===== config.mk =====
export PLATFORM = sky130hd
export DESIGN_NAME = se_lookup_arbiter
export DESIGN_NICKNAME = d
export VERILOG_FILES = /design/src/rtl/se_lookup_arbiter.sv
export SDC_FILE = /design/constraint.sdc
export NUM_CORES = 1
export LEC_CHECK = 0
export ABC_AREA = 1
export ABC_CLOCK_PERIOD_IN_PS = 2700
export CORE_AREA = 2 2 135 137
export DETAILED_ROUTE_END_ITERATION = 6
export DIE_AREA = 0 0 137 139
export GPL_ROUTABILITY_DRIVEN = 1
export PLACE_DENSITY = 0.51
export SLEW_MARGIN = 20
export SYNTH_ARGS = -nofsm -noshare
export SYNTH_HDL_FRONTEND = slang
export SYNTH_SLANG_ARGS = --single-unit
export TNS_END_PERCENT = 100

===== constraint.sdc =====
create_clock -name clk -period 2.7 [get_ports clk]
set_input_delay 0.54 -clock clk [delete_from_list [all_inputs] [get_ports clk]]
set_output_delay 0.54 -clock clk [all_outputs]
set_load 0.1 [all_outputs]

===== src/rtl/se_lookup_arbiter.sv =====
// se_lookup_arbiter: round-robin sharing of one MAC search engine between N frame
// processors, one grant per lookup session. Optional response watchdog: SE_ARB_TIMEOUT_EN.
module se_lookup_arbiter #(
  parameter int N       = 4,
  parameter int TIMEOUT = 255
) (
  input  logic            clk,
  input  logic            rst,
  input  logic [N-1:0]    req,
  input  logic [48*N-1:0] req_mac,
  input  logic [10*N-1:0] req_hash,
  input  logic [N-1:0]    req_source,
  output logic [N-1:0]    req_ack,
  output logic [N-1:0]    req_nak,
  output logic [15:0]     req_result,
  output logic            se_req,
  output logic [47:0]     se_mac,
  output logic [9:0]      se_hash,
  output logic            se_source,
  input  logic            se_ack,
  input  logic            se_nak,
  input  logic [15:0]     se_result,
  output logic [N-1:0]    grant,
  output logic            err_timeout,
  output logic [1:0]      dbg_state
);
  localparam int IW = (N > 1) ? $clog2(N) : 1;

`ifdef SE_ARB_TIMEOUT_EN
  typedef enum logic [1:0] {S_IDLE = 2'd0, S_BUSY = 2'd1, S_FLUSH = 2'd2} state_t;
`else
  typedef enum logic [1:0] {S_IDLE = 2'd0, S_BUSY = 2'd1} state_t;
`endif

  state_t        r_state, w_state_nxt;
  logic [N-1:0]  r_grant;
  logic [IW-1:0] r_gidx, r_last, w_sel, w_idx;
  logic          w_found, w_start, w_end, w_req_g, w_timeout, w_active;

  // Round-robin pick: first requesting index strictly after r_last, wrapping.
  always_comb begin
    w_found = 1'b0;
    w_sel   = '0;
    w_idx   = '0;
    for (int k = 1; k <= N; k++) begin
      w_idx = IW'((int'(r_last) + k) % N);
      if (!w_found && req[w_idx]) begin
        w_found = 1'b1;
        w_sel   = w_idx;
      end
    end
  end

  assign w_req_g = req[r_gidx];

  always_comb begin
    w_state_nxt = r_state;
    case (r_state)
      S_IDLE: if (w_found) w_state_nxt = S_BUSY;
      S_BUSY: begin
        if (!w_req_g) w_state_nxt = S_IDLE;
`ifdef SE_ARB_TIMEOUT_EN
        if (w_timeout) w_state_nxt = S_FLUSH;
`endif
      end
`ifdef SE_ARB_TIMEOUT_EN
      S_FLUSH: if (!w_req_g) w_state_nxt = S_IDLE;
`endif
      default: w_state_nxt = S_IDLE;
    endcase
  end

  assign w_start = (r_state == S_IDLE) && w_found;
  assign w_end   = (r_state != S_IDLE) && (w_state_nxt == S_IDLE);

  always_ff @(posedge clk) begin
    if (rst) begin
      r_state <= S_IDLE;
      r_grant <= '0;
      r_gidx  <= '0;
      r_last  <= IW'(N - 1);
    end else begin
      r_state <= w_state_nxt;
      if (w_start) begin
        r_grant <= {{(N-1){1'b0}}, 1'b1} << w_sel;
        r_gidx  <= w_sel;
      end else if (w_end) begin
        r_grant <= '0;
        r_last  <= r_gidx;
      end
    end
  end

`ifdef SE_ARB_TIMEOUT_EN
  localparam int WW = ($clog2(TIMEOUT + 1) > 8) ? $clog2(TIMEOUT + 1) : 8;
  logic [WW-1:0] r_wd;

  // Counts silent BUSY cycles; any engine response restarts the count.
  always_ff @(posedge clk) begin
    if (rst) begin
      r_wd <= '0;
    end else if (w_start || se_ack || se_nak) begin
      r_wd <= '0;
    end else if ((r_state == S_BUSY) && !w_timeout) begin
      r_wd <= r_wd + WW'(1);
    end
  end

  assign w_timeout = (r_state == S_BUSY) && (r_wd == WW'(TIMEOUT));
`else
  // Constant 0 for any legal TIMEOUT; the limit only matters with the watchdog.
  assign w_timeout = (TIMEOUT < 0);
`endif

  // Handshake: the requester holds req (and may update its fields) for the whole
  // session; se_ack/se_nak are single-cycle strobes routed only to the granted port.
  assign w_active = (r_state == S_BUSY) && !w_timeout;

  always_comb begin
    se_req    = 1'b0;
    se_mac    = '0;
    se_hash   = '0;
    se_source = 1'b0;
    req_ack   = '0;
    req_nak   = '0;
    if (w_active) begin
      se_req = w_req_g;
      for (int i = 0; i < N; i++) begin
        if (r_gidx == IW'(i)) begin
          se_mac    = req_mac[48*i +: 48];
          se_hash   = req_hash[10*i +: 10];
          se_source = req_source[i];
        end
      end
      req_ack[r_gidx] = se_ack;
      req_nak[r_gidx] = se_nak;
    end
    if (w_timeout) req_nak[r_gidx] = 1'b1;
  end

  assign req_result  = se_result;
  assign grant       = r_grant;
  assign err_timeout = w_timeout;
  assign dbg_state   = r_state;

endmodule


==> reports/metrics.yaml <==
end_kind: "output port"
dp_hpwl_um: 13500
globalRouteMet1Util: 0.199
seq_power_share: 0.078
top_usage_layer: "met2"
path_class: "reg2out"
setup_viol: 0
cap_violations: 0
cts_tree: "built"
power.density_mw_per_mm2: 358
required_ns: 2.16
clock_power_share: 0.116
numCtsBuffers: 3
crit_start: "r_gidx[0]$_SDFFE_PP0P_"
fin_crit_sh: 0.916
drive_gt1_frac: 0.233
root_buffer: "clkbuf_16"
globalplace.congestion: 0.848
rsz0062_at_grt: "no"
crit_end: "se_mac[4]"
yosysTopAreaCell: "nand2_1"
cts_sinks: 10
drt_wl_total_um: 16600
die_w_um: 137
ff2ff_setup_slack_ns: 0.89
cts.hold.buffers_added: 0
area_growth_pct: 159
hold_start: "grant[0]$_SDFFE_PP0P_"
crit_path_start_kind: "flop"
yosysWarnings: 0
yosysMostFrequentCell: "nand2_1"
grt_pass1_vias: 4507
final_area_mm2: 0.00715
skew_ns: 0.00101
ys_seq_area_frac: 0.0726
nets: 1041
htree_num_levels: 1
leakage_nw: 2.90
switching_share: 0.515
std_cell_rows: 49
port_buffers: 317
use_met3: 0.0439
hp-class: "reg2reg"
drc_errors: 0
yosysUniqueCellTypes: 29
finalCriticalPeriod_ns: 2.47
avgSynthCellArea_um2: 5.55
drt_iter0_markers: 136
clock_latency_ns: 0.24
synth_flop_cell: "dfxtp_1"
comb_power_share: 0.806
dieArea_mm2: 0.0190
arrival_ns: 1.93
core_area_mm2: 0.0177
final_antenna_net_count: 0
grt_util_met2: 0.303
reg2reg_from: "r_gidx[1]$_SDFFE_PP0P_"
p_int_mw: 1.24
syn_area_mm2: 0.00276
num_antenna_cells: 0
clock_path_buffers: 2
fillers: 1807
synth_edf_count: 0
initial_core_util: 0.156
synth_common_cells: "103 x nand2_1, 52 x o21ai_0, 45 x inv_1"
wl_per_cell_um: 16.4
vdd_drop_max_mv: 0.330
ys_ff_latch: 10
hold_viol: 0
grt_first_pass_wirelength_um: 25000
vias: 4392
fmax_mhz: 404
synth_top_area_share: 0.140
cts_resized: 0
critical_path.max_fanout: 26
viasPerCell: 4.35
run_status: "completed"
async_flop_share: 0
first_pass_iters: 4
grt_antenna_before_repair: 0
post_cts_buffers: 0
dpl-instance-area_mm2: 0.00706
r2r-end: "grant[1]$_SDFFE_PP0P_"
synth_cells: 497
overflow: 0
stdcell_count: 1009
io_pins: 351
clk_pin_slew_ns: 0.04
dp_cells: 1005
grt_max_degree: 47
maxSlewViolCount: 0
grt_use_total: 0.166
netSwitchingPower_mw: 1.32
ys_top_cells_by_area: "nand2_1 14%, o21ai_0 9.4%, o211ai_1 9.0%"
r2r_cells: 8
die_h_um: 139
==> registers in the layout (all words and copies together), names as in the netlist <==
name       flops
r_last         2
r_gidx         2
dbg_state      2
grant          4
==> worst max-delay path, cell delays in order, from the launching register on <==
cell and delay, ns:
dfxtp_1 0.49, inv_2 0.13, nand2_1 0.13, buf_12 0.18
nor2_1 0.07, o21ai_0 0.18, o21ai_0 0.17, nor2_4 0.13
buf_12 0.18
==> layer usage <==
layer  share of wire  up-vias
li1                -     2238
met1            0.40     1955
met2            0.51      185
met3           0.082       14
met4          0.0084        0
met5               0        -
==> cell families (layout without fill, tap and decap cells) <==
group | count (synthesis) | count (layout) | synth area share
AO/OA/AOI/OAI | 147 | 147 | 0.338
buffers and inverters | 108 | 390 | 0.184
flip-flops | 10 | 10 | 0.0726
other | 1 | 2 | 0.00136
AND/OR/NAND/NOR | 231 | 231 | 0.405
==> how the worst min path moves through the flow <==
stage | cells past startpoint | slack, ns | endpoint
after floorplan | 3 | 0.56 | r_last[1]$_SDFFE_PP1P_
after global placement | 2 | 0.48 | grant[2]$_SDFFE_PP0P_
after detailed placement | 2 | 0.48 | grant[0]$_SDFFE_PP0P_
after CTS | 2 | 0.48 | grant[0]$_SDFFE_PP0P_
after global routing | 2 | 0.51 | grant[0]$_SDFFE_PP0P_
final | 2 | 0.48 | grant[0]$_SDFFE_PP0P_
==> cell type report <==
| type | count | area, um^2 | share of cell area |
|---|---|---|---|
| inverters | 53 | 208 | 0.0290 |
| clock buffers | 4 | 88.8 | 0.0124 |
| flip-flops and latches | 10 | 201 | 0.0282 |
| multi-input cells | 380 | 2370 | 0.331 |
| well taps | 229 | 287 | 0.0401 |
| repair buffers | 333 | 4000 | 0.559 |
==> cell usage in the layout, fill, tap and decap left out, types with 2 or more instances in the layout <==
cell               n
clkdlybuf4s50_1  243
nand2_1          103
buf_12            71
o21ai_0           52
inv_1             45
nand3_1           43
o211ai_1          33
nor2_1            27
o221ai_1          21
a21oi_4           21
buf_4             19
or2_2             13
nand2_4           12
nor2_4            11
dfxtp_1            9
nor2_2             8
nand2_2            8
a21oi_1            7
inv_2              6
o22ai_1            6
o21a_1             4
nand4_1            3
clkbuf_16          3
nand3_2            2
a21oi_2            2
conb_1             2
==> power groups by stage <==
| stage | sequential [mW] | clock, mW | combinational, mW |
|---|---|---|---|
| detailed placement | 0.201 | 0 | 2.09 |
| global placement | 0.201 | 0 | 2.09 |
| finish | 0.198 | 0.297 | 2.06 |
| CTS | 0.199 | 0.300 | 2.10 |
| floorplan | 0.241 | 0 | 1.30 |
| global route | 0.202 | 0.309 | 2.21 |
==> stage by stage <==
stage / TNS (ns) / util / hold WS (ns) / worst slack, ns / total power [mW]
2_1_floorplan: -0.473 / - / 0.563 / -0.118 / 1.54
3_3_place_gp: 0 / 0.400 / 0.476 / 0.389 / 2.29
3_5_place_dp: 0 / 0.400 / 0.476 / 0.359 / 2.29
4_1_cts: 0 / 0.405 / 0.481 / 0.192 / 2.60
5_1_grt: 0 / 0.405 / 0.507 / 0.0574 / 2.72
6_report: 0 / 0.405 / 0.479 / 0.227 / 2.56
Note: power is estimated with default switching activity, not from simulation.
